==> config.mk <==
export PLATFORM = sky130hd
export DESIGN_NAME = updown_counter
export DESIGN_NICKNAME = d
export VERILOG_FILES = /design/src/rtl/updown_counter.sv
export SDC_FILE = /design/constraint.sdc
export NUM_CORES = 1
export LEC_CHECK = 0
export CORE_MARGIN = 4
export CORE_UTILIZATION = 41
export CTS_BUF_LIST = sky130_fd_sc_hd__clkbuf_16
export DETAILED_ROUTE_END_ITERATION = 6
export PLACE_DENSITY = 0.82
export SLEW_MARGIN = 30
export SYNTH_ARGS = -nofsm -noshare
export SYNTH_HDL_FRONTEND = slang
export SYNTH_SLANG_ARGS = --single-unit
==> constraint.sdc <==
create_clock -name clk -period 1.8 [get_ports clk]
set_input_delay 0.36 -clock clk [delete_from_list [all_inputs] [get_ports clk]]
set_output_delay 0.36 -clock clk [all_outputs]
set_load 0.005 [all_outputs]
==> src/rtl/updown_counter.sv <==
// Up/down modulo-(MAX+1) counter with load, clear, terminal-count pulse and compare.
// SATURATE picks whether the ends of the 0..MAX sequence wrap around or hold.
module updown_counter #(
  parameter int unsigned     WIDTH    = 8,
  parameter longint unsigned MAX      = (64'd1 << WIDTH) - 64'd1,
  parameter bit              SATURATE = 1'b0
) (
  input  logic             clk,
  input  logic             reset_n,
  input  logic             clear,
  input  logic             load,
  input  logic [WIDTH-1:0] preset,
  input  logic             en,
  input  logic             up,
  input  logic [WIDTH-1:0] cmp,
  output logic [WIDTH-1:0] out,
  output logic             tc,
  output logic             match
);
  localparam bit MODE_WRAP = 1'b0;
  localparam bit MODE_SAT  = 1'b1;

  // One extra bit of headroom keeps the preset clamp and the top-end test
  // from aliasing when MAX is the full WIDTH-bit range.
  localparam logic [WIDTH:0]   MAX_X = (WIDTH+1)'(MAX);
  localparam logic [WIDTH:0]   ONE_X = (WIDTH+1)'(1);
  localparam logic [WIDTH-1:0] MAX_W = MAX_X[WIDTH-1:0];

  always_ff @(posedge clk or negedge reset_n) begin
    if (!reset_n) begin
      out <= '0;
      tc  <= 1'b0;
    end else if (clear) begin
      out <= '0;
      tc  <= 1'b0;
    end else if (load) begin
      out <= ({1'b0, preset} > MAX_X) ? MAX_W : preset;
      tc  <= 1'b0;
    end else if (en && up) begin
      if ({1'b0, out} >= MAX_X) begin
        tc <= 1'b1;
        if (SATURATE == MODE_WRAP) out <= '0;
      end else begin
        out <= WIDTH'({1'b0, out} + ONE_X);
        tc  <= 1'b0;
      end
    end else if (en) begin
      if (out == '0) begin
        tc <= 1'b1;
        if (SATURATE != MODE_SAT) out <= MAX_W;
      end else begin
        out <= WIDTH'({1'b0, out} - ONE_X);
        tc  <= 1'b0;
      end
    end else begin
      tc <= 1'b0;
    end
  end

  assign match = (out == cmp);

endmodule

==> out/metrics.cfg <==
[grt]
grt_pass1_wl_um=5637
globalRouteTotalUtil=0.2244
grt_antenna_before_repair=0
grt-ovfl-total=0
grt_max_degree=11
grt_pass1_vias=1206

[synth]
synth_top_area_frac=0.2338
synth_edf_count=0
ys_async_sr_fraction=1.000
synthFlopType=dfrtp_1
synth_seq_cells=9
postSynthAreaPerCell_um2=8.029
yosysSeqAreaShare=0.2338
synth_area_leader_cell=dfrtp_1
syn_nets=145
netlist_instances=120
syn-cell-area_um2=963.4
ys_top_cells_by_area=dfrtp_1 (23%), xnor2_1 (10%), ha_1 (3.9%), a21oi_1 (3.6%), nor3_1 (3.6%)
yosys_warnings=0
synth_cell_types=43

[sta]
maxSlewHeadroom=0.6789
setup_viol=5
tns_ps=-191.6
tightest_slew_ps=480.2
hold_viol_final=0
setup_slack_ps=-93.05
finalMaxSlewViolations=0
rsz0062_at_grt=true
fmax_ghz=0.5282
fin_hold_ws_ps=441.7
finalClockSkew_ps=4.664
post-route-min-period_ps=1893
finalCritPeriodShare=1.052

[die]
pin_count=32
row_count=17
coreArea_um2=2233
start_util=0.4314
die_h_um=56.48
die_x_um=56.48
fp.dieArea_um2=3189

[clocking]
holdBufCountCts=0
clk_path_buf_depth=2
clock_latency_ps=250
clock-sinks=9
tritoncts=yes
cts_inserted_buffers=3
clk_pin_slew_worst_paths_ps=40
clockRootBuffer=clkbuf_16
htreeDepth=1

[outcome]
failed_checks=setup timing
status=finished, violations left

[route]
routed_wl_um=3402
met1_length_um=1367
wl_met3_um=288
final_antenna_net_count=0
highest_layer=met4
dr_total_vias=1206
dr_wl_met2_um=1657
wl_per_cell_um=17.27
drtIter0Drc=66
drt_pass1_iterations=4
drcViolationCount=0
viasPerCell=6.122

[job]
cap_violations=0

[finish]
num_antenna_cells=0
synthToLayoutAreaGrowth_pct=66.36
layout_commonest_cell=clkdlybuf4s50_1
fin_nets=195
drive_gt1_frac=0.2663
layout_common_cells=clkdlybuf4s50_1 (29), buf_4 (22), xnor2_1 (10), inv_1 (8), dfrtp_1 (8)

[power_and_ir_drop]
vdd_drop_max_v=0.0006135
powerDensity_nw_per_um2=661.2
cellLeakagePower_uw=0.0006515
p_total_uw=1060

[critical_path]
critPathRequiredTime_ps=1910
worstPathArrival_ps=2000
slowest_stage=or4_4
slowest_delay_ps=550
path_class=reg -> reg
critical_path.max_fanout=7
critPathCaptureType=flop
cp_cell_sequence=buf_6 > or4_4 > o311a_1 > a2111oi_4 > a211oi_1
critPathLaunchType=flop

[worst_hold_path]
hp-class=in -> async

[placement]
portBuffers=31
hpwl_um=2582
place.gp.congestion=0.9304

==> final timing paths <==
| kind | slack [ps] | startpoint | end | cells past startpoint |
|---|---|---|---|---|
| min reg2reg | 810 | out[1] | out[1] | 4 |
| max in group asynchronous | 1000 | reset_n | out[0] | 1 |
| max | -90 | out[2] | out[7] | 5 |
| min | 440 | reset_n | out[2] | 1 |
| max reg2reg | -90 | out[2] | out[7] | 5 |
| min in group clk | 660 | preset[2] | out[2] | 3 |
==> flip-flops by register name (all words and copies together) (netlist names) <==
name / flops
tc: 1
out: 8
==> area by class of cell <==
cell class              instances  area [um^2]
inverters                       8        30.03
repair buffers                 55        504.2
flip-flops and latches          9        226.5
clock inverters                 1        5.005
well taps                      28        35.03
fillers                       170        630.6
multi-input cells              93        726.9
clock buffers                   3        75.07
==> layer usage <==
metal  GRT usage  vias up
li1            -      552
met1      0.2765      581
met2      0.3663       58
met3     0.05517       15
met4     0.09831        0
met5           0        -
==> through the flow <==
| stage | cells | setup WS (ps) | cell area (um^2) | utilization |
|---|---|---|---|---|
| 2_1_floorplan | 120 | -72.48 | 983.4 | - |
| 3_3_place_gp | 192 | -232.9 | 1455 | 0.6515 |
| 3_5_place_dp | 192 | -233.6 | 1455 | 0.6515 |
| 4_1_cts | 197 | -102.2 | 1555 | 0.6964 |
| 5_1_grt | 197 | -125.7 | 1603 | 0.7176 |
| 6_report | 197 | -93.05 | 1603 | 0.7176 |
==> cell usage after synthesis (3+ instances only) <==
cell type  number
xnor2_1        11
dfrtp_1         9
inv_1           8
a21oi_1         7
nor3_1          7
o21ai_0         6
clkbuf_1        5
nand2_1         5
nand3_1         5
a211oi_1        4
a31oi_1         3
ha_1            3
nand4_1         3
o21bai_1        3
o22ai_1         3
==> power breakdown <==
part	switching (uW)	internal (uW)	total [uW]	leakage, uW
Combinational	187	220	408	0.000494
Clock	119	295	413	0.0000409
Sequential	19.6	219	239	0.000117
==> kinds of logic (layout without fill, tap and decap cells) <==
family / after synthesis / after routing / synth area share
AO/OA/AOI/OAI: 39 / 39 / 0.2805
AND/OR/NAND/NOR: 36 / 36 / 0.2221
buffers and inverters: 18 / 67 / 0.08572
XOR/XNOR: 13 / 13 / 0.1182
flip-flops: 9 / 9 / 0.2338
adder cells (fa/ha/maj): 3 / 3 / 0.03897
multiplexers: 2 / 2 / 0.02078
==> worst max-delay path, delay by kind of cell (launching register included) <==
family                 cells  cell delay (ps)
and+or+nand+nor            1              550
AOI/OAI and AO/OA          3              680
buffers and inverters      1              130
DFF                        1              390
==> what timing repair did <==
item	CTS	global route
pin swaps	2	1
hold endpoints to repair	0	0
gates cloned	0	0
resized for setup	5	12
endpoints found under the setup margin	6	8
buffers inserted	1	0
(Power assumes the default switching activity.)
